<file path="config.mk">
export PLATFORM = sky130hd
export DESIGN_NAME = reorder_buffer_flat
export DESIGN_NICKNAME = d
export VERILOG_FILES = /design/src/rtl/reorder_buffer_pkg.sv /design/src/rtl/reorder_buffer_if.sv /design/src/rtl/reorder_buffer_retire_select.sv /design/src/rtl/reorder_buffer.sv /design/src/flat_wrapper.sv
export SDC_FILE = /design/constraint.sdc
export NUM_CORES = 1
export LEC_CHECK = 0
export CORE_AREA = 5 5 224 226
export CTS_CLUSTER_DIAMETER = 50
export DETAILED_ROUTE_END_ITERATION = 8
export DIE_AREA = 0 0 229 231
export PLACE_DENSITY_LB_ADDON = 0.08
export SLEW_MARGIN = 10
export SYNTH_ARGS = -nofsm -noshare
export SYNTH_HDL_FRONTEND = slang
export SYNTH_SLANG_ARGS = --single-unit
export TNS_END_PERCENT = 100
</file>
<file path="constraint.sdc">
create_clock -name clk -period 4.59 [get_ports clk]
set_input_delay 0.918 -clock clk [delete_from_list [all_inputs] [get_ports clk]]
set_output_delay 0.918 -clock clk [all_outputs]
set_load 0.03 [all_outputs]
</file>
<file path="src/rtl/reorder_buffer_pkg.sv">
// reorder_buffer_pkg: shared widths, the ROB entry type and small helpers.
// The physical register count is fixed here and used by every ROB file.
package reorder_buffer_pkg;

    localparam int NUM_PHYSICAL_REGISTERS = 64;
    localparam int PW = $clog2(NUM_PHYSICAL_REGISTERS);
    localparam int AW = 5;

    typedef logic [AW-1:0] arch_reg_t;
    typedef logic [PW-1:0] phys_reg_t;

    typedef struct packed {
        logic      valid;
        logic      done;
        arch_reg_t rd;
        phys_reg_t p_rd;
        phys_reg_t p_old_rd;
    } rob_entry_t;

    function automatic logic [1:0] cnt2(input logic [1:0] v);
        return {1'b0, v[0]} + {1'b0, v[1]};
    endfunction

    function automatic rob_entry_t new_entry(
        input arch_reg_t rd,
        input phys_reg_t p_rd,
        input phys_reg_t p_old_rd
    );
        rob_entry_t e;
        e.valid    = 1'b1;
        e.done     = 1'b0;
        e.rd       = rd;
        e.p_rd     = p_rd;
        e.p_old_rd = p_old_rd;
        return e;
    endfunction

    // An entry returns its old mapping only if it really renamed a register
    // and that old mapping is not the hard-wired physical register 0.
    function automatic logic frees_old(input rob_entry_t e);
        return (e.rd != '0) && (e.p_old_rd != '0);
    endfunction

endpackage

</file>
<file path="src/rtl/reorder_buffer_if.sv">
// reorder_buffer_if: rename-side allocate, writeback and retire bundle.
// slave = ROB view; master = upstream rename / writeback / free-pool view.
interface reorder_buffer_if #(
    parameter int DEPTH = 16
);
    import reorder_buffer_pkg::*;

    localparam int IW = $clog2(DEPTH);

    logic [1:0]                        alloc_valid;
    logic                              alloc_ready;
    arch_reg_t [1:0]                   alloc_rd;
    phys_reg_t [1:0]                   alloc_p_rd;
    phys_reg_t [1:0]                   alloc_p_old_rd;
    logic [1:0][IW-1:0]                alloc_idx;
    logic [1:0]                        wb_valid;
    logic [1:0][IW-1:0]                wb_idx;
    logic [1:0]                        commit_valid;
    arch_reg_t [1:0]                   commit_rd;
    phys_reg_t [1:0]                   commit_p_rd;
    logic [NUM_PHYSICAL_REGISTERS-1:0] free_mask;
    logic                              rob_empty;

    modport master (
        output alloc_valid, alloc_rd, alloc_p_rd, alloc_p_old_rd,
        output wb_valid, wb_idx,
        input  alloc_ready, alloc_idx,
        input  commit_valid, commit_rd, commit_p_rd,
        input  free_mask, rob_empty
    );

    modport slave (
        input  alloc_valid, alloc_rd, alloc_p_rd, alloc_p_old_rd,
        input  wb_valid, wb_idx,
        output alloc_ready, alloc_idx,
        output commit_valid, commit_rd, commit_p_rd,
        output free_mask, rob_empty
    );

endinterface

</file>
<file path="src/rtl/reorder_buffer_retire_select.sv">
// rob_retire_select: decides how many of the two oldest entries retire and
// builds their commit fields and freed-mapping mask (combinational).
module rob_retire_select
    import reorder_buffer_pkg::*;
(
    input  rob_entry_t                        head_i,
    input  rob_entry_t                        next_i,
    output logic [1:0]                        retire_o,
    output logic [1:0]                        nretire_o,
    output arch_reg_t [1:0]                   rd_o,
    output phys_reg_t [1:0]                   p_rd_o,
    output logic [NUM_PHYSICAL_REGISTERS-1:0] free_mask_o
);

    logic r0;
    logic r1;

    assign r0 = head_i.valid & head_i.done;
    // Younger slot may only retire behind the oldest one.
    assign r1 = r0 & next_i.valid & next_i.done;

    always_comb begin
        retire_o    = {r1, r0};
        nretire_o   = cnt2({r1, r0});
        rd_o        = '0;
        p_rd_o      = '0;
        free_mask_o = '0;
        if (r0) begin
            rd_o[0]   = head_i.rd;
            p_rd_o[0] = head_i.p_rd;
            if (frees_old(head_i)) begin
                free_mask_o[head_i.p_old_rd] = 1'b1;
            end
        end
        if (r1) begin
            rd_o[1]   = next_i.rd;
            p_rd_o[1] = next_i.p_rd;
            if (frees_old(next_i)) begin
                free_mask_o[next_i.p_old_rd] = 1'b1;
            end
        end
    end

endmodule

</file>
<file path="src/rtl/reorder_buffer.sv">
// reorder_buffer: two-wide in-order retirement buffer behind rename.
// Ports: clk, rst_n (async low), bus (reorder_buffer_if.slave),
// flush (only when ROB_FLUSH_EN is defined: synchronous full clear).
module reorder_buffer
    import reorder_buffer_pkg::*;
#(
    parameter int DEPTH = 16
) (
    input  logic clk,
    input  logic rst_n,
`ifdef ROB_FLUSH_EN
    input  logic flush,
`endif
    reorder_buffer_if.slave bus
);

    localparam int IW = $clog2(DEPTH);
    localparam int CW = IW + 1;

    typedef logic [IW-1:0] idx_t;
    typedef logic [CW-1:0] cnt_t;

    // Accept only with two free slots, judged on the pre-update count.
    localparam cnt_t ACCEPT_MAX = cnt_t'(DEPTH - 2);

    rob_entry_t ent_q [DEPTH];
    rob_entry_t ent_d [DEPTH];

    idx_t head_q;
    idx_t head_d;
    idx_t tail_q;
    idx_t tail_d;
    cnt_t count_q;
    cnt_t count_d;

    logic [1:0]                        cv_q;
    arch_reg_t [1:0]                   crd_q;
    phys_reg_t [1:0]                   cprd_q;
    logic [NUM_PHYSICAL_REGISTERS-1:0] fm_q;

    logic       ready;
    logic       fire;
    logic [1:0] nalloc;
    idx_t       head1;
    idx_t       tail1;
    logic       flush_w;

    logic [1:0]                        retire;
    logic [1:0]                        nretire;
    arch_reg_t [1:0]                   ret_rd;
    phys_reg_t [1:0]                   ret_p_rd;
    logic [NUM_PHYSICAL_REGISTERS-1:0] ret_mask;

`ifdef ROB_FLUSH_EN
    assign flush_w = flush;
`else
    assign flush_w = 1'b0;
`endif

    assign head1  = head_q + idx_t'(1);
    assign tail1  = tail_q + idx_t'(1);
    assign ready  = (count_q <= ACCEPT_MAX);
    assign fire   = bus.alloc_valid[0] & ready;
    assign nalloc = fire ? cnt2(bus.alloc_valid) : 2'd0;

    rob_retire_select u_sel (
        .head_i      (ent_q[head_q]),
        .next_i      (ent_q[head1]),
        .retire_o    (retire),
        .nretire_o   (nretire),
        .rd_o        (ret_rd),
        .p_rd_o      (ret_p_rd),
        .free_mask_o (ret_mask)
    );

    always_comb begin
        ent_d   = ent_q;
        head_d  = head_q + idx_t'(nretire);
        tail_d  = tail_q + idx_t'(nalloc);
        count_d = count_q + cnt_t'(nalloc) - cnt_t'(nretire);

        // Only entries already valid can complete, so a writeback racing
        // the allocation of its own index is dropped here.
        for (int p = 0; p < 2; p++) begin
            if (bus.wb_valid[p] && ent_q[bus.wb_idx[p]].valid) begin
                ent_d[bus.wb_idx[p]].done = 1'b1;
            end
        end

        if (retire[0]) begin
            ent_d[head_q] = '0;
        end
        if (retire[1]) begin
            ent_d[head1] = '0;
        end

        // Allocated slots are free, so they never collide with retirees.
        if (fire) begin
            ent_d[tail_q] = new_entry(bus.alloc_rd[0],
                                      bus.alloc_p_rd[0],
                                      bus.alloc_p_old_rd[0]);
            if (bus.alloc_valid[1]) begin
                ent_d[tail1] = new_entry(bus.alloc_rd[1],
                                         bus.alloc_p_rd[1],
                                         bus.alloc_p_old_rd[1]);
            end
        end

        if (flush_w) begin
            for (int i = 0; i < DEPTH; i++) begin
                ent_d[i] = '0;
            end
            head_d  = '0;
            tail_d  = '0;
            count_d = '0;
        end
    end

    always_ff @(posedge clk or negedge rst_n) begin
        if (!rst_n) begin
            for (int i = 0; i < DEPTH; i++) begin
                ent_q[i] <= '0;
            end
            head_q  <= '0;
            tail_q  <= '0;
            count_q <= '0;
            cv_q    <= '0;
            crd_q   <= '0;
            cprd_q  <= '0;
            fm_q    <= '0;
        end else begin
            ent_q   <= ent_d;
            head_q  <= head_d;
            tail_q  <= tail_d;
            count_q <= count_d;
            if (flush_w) begin
                cv_q   <= '0;
                crd_q  <= '0;
                cprd_q <= '0;
                fm_q   <= '0;
            end else begin
                cv_q   <= retire;
                crd_q  <= ret_rd;
                cprd_q <= ret_p_rd;
                fm_q   <= ret_mask;
            end
        end
    end

    assign bus.alloc_ready  = ready;
    assign bus.alloc_idx[0] = tail_q;
    assign bus.alloc_idx[1] = tail1;
    assign bus.commit_valid = cv_q;
    assign bus.commit_rd    = crd_q;
    assign bus.commit_p_rd  = cprd_q;
    assign bus.free_mask    = fm_q;
    assign bus.rob_empty    = (count_q == '0);

endmodule

</file>
<file path="src/flat_wrapper.sv">
// flat-port wrapper written by rule: the top's interface ports become plain ports
module reorder_buffer_flat import reorder_buffer_pkg::*;
#(
    parameter int DEPTH = 16
)
  (clk, rst_n, bus_alloc_valid, bus_alloc_rd, bus_alloc_p_rd, bus_alloc_p_old_rd, bus_wb_valid, bus_wb_idx, bus_alloc_ready, bus_alloc_idx, bus_commit_valid, bus_commit_rd, bus_commit_p_rd, bus_free_mask, bus_rob_empty);
  reorder_buffer_if #(.DEPTH(DEPTH)) bus_i ();
  input  logic clk;
  input  logic rst_n;
  input wire logic [$bits(bus_i.alloc_valid)-1:0] bus_alloc_valid;
  input wire logic [$bits(bus_i.alloc_rd)-1:0] bus_alloc_rd;
  input wire logic [$bits(bus_i.alloc_p_rd)-1:0] bus_alloc_p_rd;
  input wire logic [$bits(bus_i.alloc_p_old_rd)-1:0] bus_alloc_p_old_rd;
  input wire logic [$bits(bus_i.wb_valid)-1:0] bus_wb_valid;
  input wire logic [$bits(bus_i.wb_idx)-1:0] bus_wb_idx;
  output wire logic [$bits(bus_i.alloc_ready)-1:0] bus_alloc_ready;
  output wire logic [$bits(bus_i.alloc_idx)-1:0] bus_alloc_idx;
  output wire logic [$bits(bus_i.commit_valid)-1:0] bus_commit_valid;
  output wire logic [$bits(bus_i.commit_rd)-1:0] bus_commit_rd;
  output wire logic [$bits(bus_i.commit_p_rd)-1:0] bus_commit_p_rd;
  output wire logic [$bits(bus_i.free_mask)-1:0] bus_free_mask;
  output wire logic [$bits(bus_i.rob_empty)-1:0] bus_rob_empty;
  assign bus_i.alloc_valid = bus_alloc_valid;
  assign bus_i.alloc_rd = bus_alloc_rd;
  assign bus_i.alloc_p_rd = bus_alloc_p_rd;
  assign bus_i.alloc_p_old_rd = bus_alloc_p_old_rd;
  assign bus_i.wb_valid = bus_wb_valid;
  assign bus_i.wb_idx = bus_wb_idx;
  assign bus_alloc_ready = bus_i.alloc_ready;
  assign bus_alloc_idx = bus_i.alloc_idx;
  assign bus_commit_valid = bus_i.commit_valid;
  assign bus_commit_rd = bus_i.commit_rd;
  assign bus_commit_p_rd = bus_i.commit_p_rd;
  assign bus_free_mask = bus_i.free_mask;
  assign bus_rob_empty = bus_i.rob_empty;
  reorder_buffer #(.DEPTH(DEPTH)) u_core (.clk(clk), .rst_n(rst_n), .bus(bus_i));
endmodule
</file>
After elaboration in Yosys (flattened, before gate mapping) --
Index checks and enable logic that the tools add are counted.
Word-level totals: bits in registers 405, word-level logic and storage cells 193, output and inout bits 98
Cells by class: multiplexer cells 47, reduce and logical (&&, ||, !) cells 17, add/subtract/negate cells 8, bitwise operators 15, order comparisons 17
Operator list (number):
- $mux 304 | 6
- $bwmux 304 | 4
- $and 304x304->304 | 2
- $not 304->304 | 2
- $demux 19 s4 | 6
- $bmux 19 s4 | 4
- $mux 64 | 4
- $mux 19 | 12
- $or 64x64->64 | 1
- $mux 18 | 2
- $ge 5x5->1 const B | 6
- $lt 5x1->1 const B | 6
- $not 4->5 | 6
- $lt 6x7->1 const B | 2
- $demux 1 s6 | 2
- $ge 6x1->1 const B | 2
- $logic_and 1x1->1 | 12
- $mux 6 | 2
- $reduce_bool 6->1 | 2
- $mux 5 | 2
- $reduce_bool 5->1 | 2
- $add 4x1->4 const B | 2
- $add 4x2->4 | 2
- $add 5x2->5 | 1
- 7 further kinds | 12

Depth between registers and ports, before layout --
Gate-level depths: netlist of the first run.
depth after elaboration 17, gate-level depth with buffers 27

Hierarchy --
Synthesis of the first run repeated with hierarchy kept, for this count alone.
Second synthesis, totals: cell total of the unflattened synthesis 2380, area, all modules 25535.7 um^2
Modules (own cells, without submodules):
- reorder_buffer | instances 1, cells an instance 2205, area each 24474.7 um^2, seq. area each 10134.7 um^2
- rob_retire_select | instances 1, cells an instance 175, area each 1061.0 um^2, seq. area each 0.0 um^2

Least setup slack after synthesis of the first run --
Ideal clock, no wire load.
path type register -> register, from reg u_core.head_q[0], to reg u_core.count_q[4], slack -0.494 ns, clock period less this slack 5.084 ns, library setup time 0.122 ns, stages on the path, launching flop included 28, arrival 4.962 ns, cell sequence dfrtp_1 buf_6 buf_6 buf_6 inv_2 ha_1 buf_4 buf_4 nand3_1 o21ai_0 mux4_2 a22oi_1 buf_4 buf_4 and2_1 clkbuf_1 inv_1 ha_1 ha_1 inv_1 ha_1 inv_1 fa_1 inv_1 a21oi_1 nor2_1 nor2_1 xnor2_1
Between the ends: cells in the longest elaborated chain, start to end 9
RTL lines:
- start: declaration | line reorder_buffer.sv:29 | idx_t head_q;
- start signal: assignment | line reorder_buffer.sv:124 | head_q <= '0;
- start signal: assignment | line reorder_buffer.sv:133 | head_q <= head_d;
- $add 4x1->4 / $not 4->5 (equally long branches) | line reorder_buffer.sv:60, reorder_buffer.sv:67
- $not 4->5 (implied by the code) / $bmux 19 s4 (equally long branches) | line reorder_buffer.sv:68, reorder_buffer.sv:67
- $bmux 19 s4 / $mux 19 (equally long branches) | line reorder_buffer.sv:68, reorder_buffer.sv:67
- $mux 19 (on tied branches) | line reorder_buffer.sv:68, reorder_buffer.sv:67
- $mux 19 (implied by the code) / $and 1x1->1 (equally long branches) | line reorder_buffer.sv:68, reorder_buffer_retire_select.sv:18
- $and 1x1->1 | line reorder_buffer_retire_select.sv:20 | assign r1 = r0 & next_i.valid & next_i.done;
- $and 1x1->1 * | line reorder_buffer_retire_select.sv:20
- via u_core.u_sel.r1 | line reorder_buffer_retire_select.sv:16 | logic r1;
- $add 1x1->2 * | line reorder_buffer_pkg.sv:21 | return {1'b0, v[0]} + {1'b0, v[1]};
- $sub 5x2->5 * | line reorder_buffer.sv:80 | count_d = count_q + cnt_t'(nalloc) - cnt_t'(nretire);
- via u_core.count_d[4] | line reorder_buffer.sv:34 | cnt_t count_d;
- end signal: assignment | line reorder_buffer.sv:135 | count_q <= count_d;
- end: declaration | line reorder_buffer.sv:33 | cnt_t count_q;
The timed path passes the listed nets; every way through them passes the cells marked *. The select of a mux whose other input is x is not followed.

Final worst setup path of the first run --
from reg u_core.head_q[0], to reg u_core.fm_q[27], in the netlist u_core.bus.free_mask[27]
Between the ends: cells in the longest elaborated chain, start to end 13
RTL lines:
- branches (longest 12 deep; another with $lt 6x7->1)
- $mux 64 * | line reorder_buffer_retire_select.sv:35 | if (r1) begin
- via u_core.ret_mask[27] | line reorder_buffer.sv:52 | logic [NUM_PHYSICAL_REGISTERS-1:0] ret_mask;
- end signal: assignment | line reorder_buffer.sv:145 | fm_q <= ret_mask;
- end: declaration | line reorder_buffer.sv:39 | logic [NUM_PHYSICAL_REGISTERS-1:0] fm_q;
Mark *: on every way through the listed nets, which the timed path passes. The select of a mux whose other input is x is not followed.

==> flow_metrics.env, run 1 <==
export IMPL_syn_area_mm2=0.0250
export IMPL_stdcell_count=2923
export IMPL_synthTopCellsByArea="dfrtp_1 (40%), mux4_2 (15%), mux2i_1 (12%), o22ai_1 (6.8%), nand3_1 (5.9%)"
export IMPL_portBuffers=145
export IMPL_max_stage_delay_ps=920
export IMPL_combPwrFrac_pct=56.4
export IMPL_fin_skew_ps=35.8
export IMPL_path_cells="buf_12 > mux4_2 > a22o_1 > a221oi_1 > nand4_4 > nand3_2 > o32ai_1"
export IMPL_grt_pass1_vias=21271
export IMPL_core_rowCount=81
export IMPL_grt_overflow_total=0
export IMPL_layout_common_cells="dfrtp_1 (403), mux2i_1 (299), nand3_1 (294)"
export IMPL_die_y_um=231
export IMPL_rsz0062_at_grt="no"
export IMPL_postSynth_asyncResetShare_pct=100
export IMPL_top_usage_layer="met2"
export IMPL_dp_cells=2831
export IMPL_drt_iter0_drc=2977
export IMPL_nFillCells=3946
export IMPL_synth_mux_area_share_pct=27.3
export IMPL_layout_nets=2343
export IMPL_hold_buffers=0
export IMPL_intPower_mw=12.4
export IMPL_numClockSinks=405
export IMPL_irDropWorstVdd_mv=0.590
export IMPL_clkTransAtPathRegs_ps=60
export IMPL_worstSetupStartpointType="flop"
export IMPL_use_met2_pct=56.2
export IMPL_htree_levels=2
export IMPL_place_congestion=0.992
export IMPL_avgViaCountPerCell=7.41
export IMPL_ant_nets=0
export IMPL_synthXorXnorAreaFrac_pct=0.525
export IMPL_arrival_ps=4510
export IMPL_synthAdderAreaFrac_pct=1.77
export IMPL_dr_pass1_iters=8
export IMPL_use_met3_pct=11.2
export IMPL_tns_ps=0
export IMPL_routed_wirelength_um=99100
export IMPL_clkPwrFrac_pct=17.8
export IMPL_cts_setup_buffers=0
export IMPL_grt_pass1_wl_um=146000
export IMPL_antenna_found_initial=6
export IMPL_wl_per_cell_um=33.9
export IMPL_die_area_mm2=0.0529
export IMPL_synth_edff_count=0
export IMPL_grt_usage_pct=36.6
export IMPL_synth_top_family_by_area="multiplexers"
export IMPL_synth_nets=2274
export IMPL_core_mm2=0.0481
export IMPL_cts_buffers=51
export IMPL_post_route_period_util_pct=88.1
export IMPL_cp_slowest_cell="a221oi_1"
export IMPL_fin_crit_ps=4040
export IMPL_syn_inst=2193
export IMPL_tritoncts="built"
export IMPL_setup_violations=0
export IMPL_p_seq_share_pct=25.8
export IMPL_syn2layout_area_growth_pct=15.7
export IMPL_layout_drive_gt1_share_pct=19.2
export IMPL_netlist_cell_type_count=66
export IMPL_boundaryPins=146
export IMPL_clock_fmax_ghz=0.247
export IMPL_ys_seq_elements=405
export IMPL_synth_compound_area_share_pct=14.1
export IMPL_ys_warn_count=0
export IMPL_synthFlopType="dfrtp_1"
export IMPL_ys_seq_area_share_pct=40.5
export IMPL_die_w_um=229
export IMPL_netlist_area_leader_share_pct=40.5
export IMPL_slew_violations=0
export IMPL_status="finished, final reports clean"
export IMPL_ctsLongestPathBuffers=3
export IMPL_initial_utilization_pct=52.0
export IMPL_relSlewSlack_pct=21.4
export IMPL_dr_total_vias=21660
export IMPL_switching_power_mw=10.4
export IMPL_hold_viol=0
export IMPL_cts_root_buffer="clkbuf_16"
export IMPL_yosys_area_top_type="dfrtp_1"
export IMPL_drv_cap=0
export IMPL_swShare_pct=45.7
export IMPL_path_class="reg2reg"
export IMPL_powerDensity_mw_per_mm2=788
export IMPL_critPathRequiredTime_ps=5050
export IMPL_p_leak_nw=12.9
export IMPL_insertion_delay_ps=620
export IMPL_cp_end_kind="flop"
export IMPL_grt_max_degree=133
export IMPL_synthSimpleGateAreaFrac_pct=10.9
export IMPL_layout_commonest_cell="dfrtp_1"
export IMPL_drc_errors=0
export IMPL_avgSynthCellArea_um2=11.4
export IMPL_cp_max_fo=132
export IMPL_min_path_type="in2async"
export IMPL_gr_usage_met1_pct=48.4
export IMPL_worst_slew_pin_slew_ps=1180
export IMPL_dp_hpwl_um=62700
export IMPL_post_cts_resized=0
logic make-up (layout without fill, tap and decap cells):
group,count (synthesis),after routing
AO/OA/AOI/OAI,466,466
other,1,2
buffers and inverters,269,376
XOR/XNOR,12,12
AND/OR/NAND/NOR,535,535
adder cells (fa/ha/maj),33,33
multiplexers,472,472
flip-flops,405,405
per-layer routing:
metal,vias up,part of all wire (%)
met5,-,0.076
met4,10,4.9
met3,356,12
met2,1572,45
met1,10979,38
li1,8743,-
sequential cells by signal (all words and copies together) (netlist names):
register	flops
u_core.bus.free_mask	64
u_core.count_q	5
u_core.tail_q	4
u_core.bus.commit_rd	10
u_core.ent_q	304
u_core.bus.commit_p_rd	12
u_core.bus.commit_valid	2
u_core.head_q	4
worst max-delay path: cells and delay by family (launching register included):
| kind | cells | cell delay (ps) |
|---|---|---|
| simple gates | 2 | 750 |
| compound gates | 3 | 1320 |
| mux | 1 | 600 |
| flops | 1 | 450 |
| buf+inv | 1 | 470 |
area by class of cell:
cell class | count | area [um^2] | share of cell area (%)
Tap cell | 622 | 778 | 2.69
Clock inverter | 26 | 255 | 0.881
Clock buffer | 65 | 1430 | 4.94
Antenna cell | 1 | 2.50 | 0.00864
Multi-Input combinational cell | 1519 | 13900 | 47.9
Sequential cell | 405 | 10100 | 35.0
Timing Repair Buffer | 259 | 2390 | 8.24
Inverter | 26 | 100 | 0.346
path summary, 6_finish.rpt:
path                                         from                        to  slack [ps]  depth (start not counted)
worst min register to register  u_core.ent_q[103]         u_core.ent_q[103]         560                          2
max in group asynchronous                   rst_n         u_core.ent_q[124]        3030                          2
worst max register to register   u_core.head_q[0]  u_core.bus.free_mask[27]         550                          7
worst max-delay path             u_core.head_q[0]  u_core.bus.free_mask[27]         550                          7
worst min-delay path                        rst_n  u_core.bus.free_mask[27]         390                          1
min in group clk                u_core.ent_q[103]         u_core.ent_q[103]         560                          2
Yosys cell counts (21+ instances only):
master	number
nor3_1	23
nor2_1	21
and2_1	23
ha_1	29
buf_2	80
o22ai_1	273
o32ai_1	61
nand2_1	97
inv_1	24
buf_4	23
mux2i_1	299
clkbuf_1	118
dfrtp_1	405
nor2b_1	28
nand3_1	294
mux4_2	167
through the flow:
step                      hold slack (ps)  setup WS, ps  power [mW]  util [%]  area [um^2]
after floorplan                       519          7.00        14.4         -        25100
after global placement                541           605        18.2      56.7        27300
after detailed placement              554           548        18.5      56.7        27300
after CTS                             463           541        22.5      60.2        29000
after global routing                  477           326        23.7      60.2        29000
final                                 388           547        22.8      60.2        29000
power by group through the flow:
stage               logic [mW]  clock network, mW  registers (mW)
finish                    12.9               4.07            5.89
global route              13.5               4.24            5.98
CTS                       12.6               4.08            5.83
detailed placement        12.6                  0            5.88
global placement          12.4                  0            5.81
floorplan                 8.72                  0            5.68
No activity file was read; power rests on OpenSTA's default activity.
==> run 2, diff against run 1 <==
--- a/config.mk
+++ b/config.mk
@@ -5,10 +5,11 @@
 export SDC_FILE = /design/constraint.sdc
 export NUM_CORES = 1
 export LEC_CHECK = 0
-export CORE_AREA = 5 5 224 226
+export CORE_AREA = 5 5 209 211
 export CTS_CLUSTER_DIAMETER = 50
 export DETAILED_ROUTE_END_ITERATION = 8
-export DIE_AREA = 0 0 229 231
+export DIE_AREA = 0 0 214 216
+export GPL_ROUTABILITY_DRIVEN = 0
 export PLACE_DENSITY_LB_ADDON = 0.08
 export SLEW_MARGIN = 10
 export SYNTH_ARGS = -nofsm -noshare
==> constraint.sdc (replaced) <==
create_clock -name clk -period 3.99 [get_ports clk]
set_input_delay 0.798 -clock clk [delete_from_list [all_inputs] [get_ports clk]]
set_output_delay 0.798 -clock clk [all_outputs]
set_load 0.03 [all_outputs]
==> flow_metrics.env, run 2 (same netlist as run 1, synthesis figures left out) <==
export IMPL_drt_iter0_drc=3560
export IMPL_cp_slowest_cell="or4_1"
export IMPL_rr_worst_depth=11
export IMPL_powerDensity_mw_per_mm2=921
export IMPL_dr_total_vias=21992
export IMPL_fin_skew_ps=17.7
export IMPL_numClockSinks=405
export IMPL_worst_slew_pin_slew_ps=993
export IMPL_insertion_delay_ps=600
export IMPL_largest_reg_flops=304
export IMPL_layout_nets=2356
export IMPL_hold_viol=0
export IMPL_worstSetupStartpointType="flop"
export IMPL_dp_hpwl_um=59000
export IMPL_fin_crit_ps=3800
export IMPL_r2r_slack_ps=190
export IMPL_hold_ws_ps=180
export IMPL_nFillCells=2944
export IMPL_routed_wirelength_um=94300
export IMPL_cts_setup_buffers=0
export IMPL_grt_max_degree=141
export IMPL_layout_drive_gt1_share_pct=19.6
export IMPL_stdcell_count=2849
export IMPL_grt_usage_pct=39.6
export IMPL_cts_root_buffer="clkbuf_16"
export IMPL_portBuffers=145
export IMPL_initial_utilization_pct=60.2
export IMPL_die_w_um=214
export IMPL_hold_buffers=0
export IMPL_dp_cells=2765
export IMPL_avgViaCountPerCell=7.72
export IMPL_relSlewSlack_pct=33.8
export IMPL_cp_end_kind="flop"
export IMPL_slew_violations=0
export IMPL_wl_per_cell_um=33.1
export IMPL_cpMostUsedCell="buf_12"
export IMPL_crit_buf_inv=4
export IMPL_grt_pass1_vias=21700
export IMPL_path_cells="inv_8 > ha_4 > buf_12 > buf_12 > mux4_2 > mux2i_1 > mux2i_1 > or4_1 > o2bb2ai_4 > buf_12 > o32ai_1"
export IMPL_post_cts_resized=0
export IMPL_power_total_mw=26.7
export IMPL_setup_violations=0
export IMPL_layout_common_cells="dfrtp_1 (403), mux2i_1 (299), nand3_1 (292)"
export IMPL_drv_cap=0
export IMPL_critPathRequiredTime_ps=4430
export IMPL_core_rowCount=75
export IMPL_p_leak_nw=13.0
export IMPL_grt_overflow_total=0
export IMPL_cp_max_fo=63
export IMPL_clock_fmax_ghz=0.263
export IMPL_die_y_um=216
export IMPL_max_stage_delay_ps=600
export IMPL_irDropWorstVdd_mv=0.571
export IMPL_htree_levels=2
export IMPL_core_mm2=0.0416
export IMPL_tritoncts="built"
export IMPL_cp_top_family="multiplexers"
export IMPL_dr_pass1_iters=6
export IMPL_ant_nets=0
export IMPL_min_path_type="in2async"
export IMPL_layout_commonest_cell="dfrtp_1"
export IMPL_cts_buffers=47
export IMPL_drc_errors=0
export IMPL_arrival_ps=4240
export IMPL_regMostFlops="u_core.ent_q"
export IMPL_boundaryPins=146
export IMPL_path_class="reg2reg"
export IMPL_syn2layout_area_growth_pct=16.0
export IMPL_tns_ps=0
export IMPL_ctsLongestPathBuffers=3
export IMPL_antenna_found_initial=7
export IMPL_r2r_start="u_core.head_q[0]"
export IMPL_rsz0062_at_grt="no"
export IMPL_die_area_mm2=0.0462
export IMPL_regToRegEndpoint="u_core.bus.free_mask[17]"
export IMPL_clkTransAtPathRegs_ps=60
export IMPL_grt_pass1_wl_um=140000
export IMPL_status="finished, final reports clean"
export IMPL_post_route_period_util_pct=95.2
[run 2: cell count changes in the layout (fill, tap and decap cells not counted), sizes merged]
| cell | before | now |
|---|---|---|
| buf | 115 | 132 |
| clkinv | 15 | 3 |
| bufinv | 2 | 6 |
| diode | 1 | 5 |
| inv | 32 | 28 |
[run 2: how the worst max path moves through the flow]
stage | startpoint | end | cells past startpoint | slack, ps
global placement | u_core.head_q[0] | u_core.bus.free_mask[44] | 11 | 320
finish | u_core.head_q[0] | u_core.bus.free_mask[17] | 11 | 190
CTS | u_core.head_q[0] | u_core.bus.free_mask[44] | 11 | 210
floorplan | u_core.head_q[0] | u_core.count_q[4] | 24 | -450
detailed placement | u_core.head_q[0] | u_core.bus.free_mask[44] | 11 | 230
global route | u_core.head_q[1] | u_core.count_q[4] | 19 | 60
[run 2: cell type report]
cell class | instances | area [um^2] | share of cell area (%)
Sequential cell | 405 | 10100 | 34.9
Clock buffer | 65 | 1360 | 4.67
Antenna cell | 5 | 12.5 | 0.0431
Timing Repair Buffer | 276 | 2590 | 8.92
Inverter | 26 | 108 | 0.371
Clock inverter | 14 | 239 | 0.823
Tap cell | 539 | 674 | 2.32
Multi-Input combinational cell | 1519 | 13900 | 47.9
[run 2: where the power goes]
| part | switching, mW | internal [mW] | total, mW | leakage, nW |
|---|---|---|---|---|
| registers | 1.28 | 5.53 | 6.81 | 5.34 |
| clock network | 1.80 | 2.75 | 4.55 | 0.771 |
| logic | 8.86 | 6.51 | 15.4 | 6.89 |
[run 2: per-stage QoR]
stage,area [um^2],utilization [%],worst slack (ps)
final,29000,69.8,191
after global routing,29000,69.8,62.5
after CTS,29000,69.8,215
after detailed placement,27400,66.0,227
after global placement,27400,66.0,318
after floorplan,25200,-,-449
[run 2: worst reg2reg max path, stage by stage (launching register included)]
cell and delay [ps]:
dfrtp_4 490, inv_8 60, ha_4 410, buf_12 240, buf_12 200, mux4_2 520
mux2i_1 300, mux2i_1 190, or4_1 600, o2bb2ai_4 180, buf_12 270, o32ai_1 180
[run 2: layer usage]
layer,vias to the layer above,GRT usage (%),part of all wire (%)
li1,8754,-,-
met2,1943,59.6,44
met4,2,20.5,6.0
met3,439,14.5,14
met5,-,0,0.014
met1,10854,50.8,35
==> edit: new RTL, flow settings as in run 1 <==
Change the package constant `AW` from 5 to 4.
--- a/src/rtl/reorder_buffer_pkg.sv
+++ b/src/rtl/reorder_buffer_pkg.sv
@@ -6,3 +6,3 @@
     localparam int PW = $clog2(NUM_PHYSICAL_REGISTERS);
-    localparam int AW = 5;
+    localparam int AW = 4;
 
Interface: changed (resized bus_alloc_rd and bus_commit_rd); port bits go from 146 to 142. No check against the original RTL was run, so the function may have changed too.
==> edit against run 1 <==
  * Clock skew shrank 0.020 ns
  * Critical path depth rose by 9
  * Wire length is 12% lower
  * Combinational power decreased by 15%
  * Power fell by 9.5%
  * Cell area is 7.8% lower
  * Maximum frequency fell by 1.3%
  * Largest cell class unchanged
  * Setup slack worse by 0.054 ns
  * Area after synthesis is 9.2% lower
  * Sequential cell count decreased by 18
  * Sequential power decreased by 4.6%
  * First-iteration DRC count fell by 21%
  * Final cell count is 7.3% lower
  * Non-clock buffer count down 31
==> edit: results (changes against run 1) <==
worstPathArrival_ns: 4.61  # +0.10 ns
ys_top_cells_by_area: "dfrtp_1, mux4_2, mux2i_1, o2bb2ai_1, nand2_1"
nFillCells: 4134  # +4.8%
slowest_delay_ns: 0.58  # -0.34 ns
portBuffers: 141  # -2.8%
outcome: "completed"
drtIter0Drc: 2345  # -21%
p_leak_nw: 11.39  # -12%
grt_antenna_before_repair: 3  # -3
met3_usage: 0.07478  # -0.03714
place_area_mm2: 0.02502  # -8.2%
use_met2: 0.4997  # -0.06269
finClkSkew_ns: 0.01628  # -0.01954 ns
place_congestion: 0.9151  # -7.8%
grt_max_degree: 108  # -19%
largest_register_ffs: 288  # -5.3%
yosysSeqAreaShare: 0.4259  # +0.02100
maxSlewHeadroom: 0.2490  # +0.03546
finalNetCount: 2133  # -9.0%
worst_path_max_delay_cell: "ha_1"
drive_gt1_frac: 0.1735  # -0.01872
wl_per_cell_um: 32.34  # -4.6%
grt_util_all_layers: 0.3263  # -0.04006
use_met1: 0.4406  # -0.04363
post-dp-hpwl_mm: 55.03  # -12%
vias: 18500  # -15%
cp_max_fo: 12  # -91%
==> edit: cells by family (layout without fill, tap and decap cells) <==
family                   count (synthesis)  in the layout  share of synthesized area
buffers and inverters                  215            346                    0.04286
XOR/XNOR                                13             13                   0.005007
AO/OA/AOI/OAI                          435            435                     0.1351
AND/OR/NAND/NOR                        447            447                    0.09327
adder cells (fa/ha/maj)                 33             33                    0.01948
other                                    1              2                  0.0001649
flip-flops                             387            387                     0.4259
multiplexers                           425            425                     0.2783
==> edit: area by class of cell <==
class	count	share of cell area
Clock inverter	23	0.01134
Antenna cell	1	0.00009372
Multi-Input combinational cell	1354	0.4597
Inverter	32	0.004592
Clock buffer	63	0.05136
Sequential cell	387	0.3630
Timing Repair Buffer	228	0.08079
Tap cell	622	0.02915
==> edit: through the flow <==
stage / power, mW / hold slack, ns / cells
final: 20.65 / 0.3762 / 2710
after detailed placement: 16.40 / 0.4924 / 2623
after floorplan: 12.61 / 0.4555 / 1956
after CTS: 20.47 / 0.4507 / 2709
after global placement: 16.22 / 0.4757 / 2623
after global routing: 21.54 / 0.4747 / 2710
==> edit: report_power, final <==
group | switching (mW) | leakage [nW] | total [mW] | internal, mW
logic | 6.42 | 5.54 | 11.0 | 4.57
registers | 1.06 | 5.04 | 5.62 | 4.56
clock network | 1.59 | 0.809 | 4.04 | 2.45
total | 9.07 | 11.4 | 20.7 | 11.6
==> edit: per-layer routing <==
metal | up-vias | routed length [um]
li1 | 7647 | -
met1 | 9450 | 34220
met2 | 1136 | 39980
met3 | 269 | 8527
met4 | 0 | 4915
met5 | - | 0
==> edit: path summary, 6_finish.rpt <==
kind	start	endpoint	slack, ns	cells past startpoint
hold / removal	rst_n	u_core.head_q[3]	0.38	1
setup / recovery	u_core.head_q[0]	u_core.count_q[4]	0.49	16
max in group asynchronous	rst_n	u_core.bus.commit_p_rd[11]	3.22	2
min in group clk	u_core.ent_q[262]	u_core.ent_q[262]	0.50	2
hold reg to reg	u_core.ent_q[262]	u_core.ent_q[262]	0.50	2
setup reg to reg	u_core.head_q[0]	u_core.count_q[4]	0.49	16
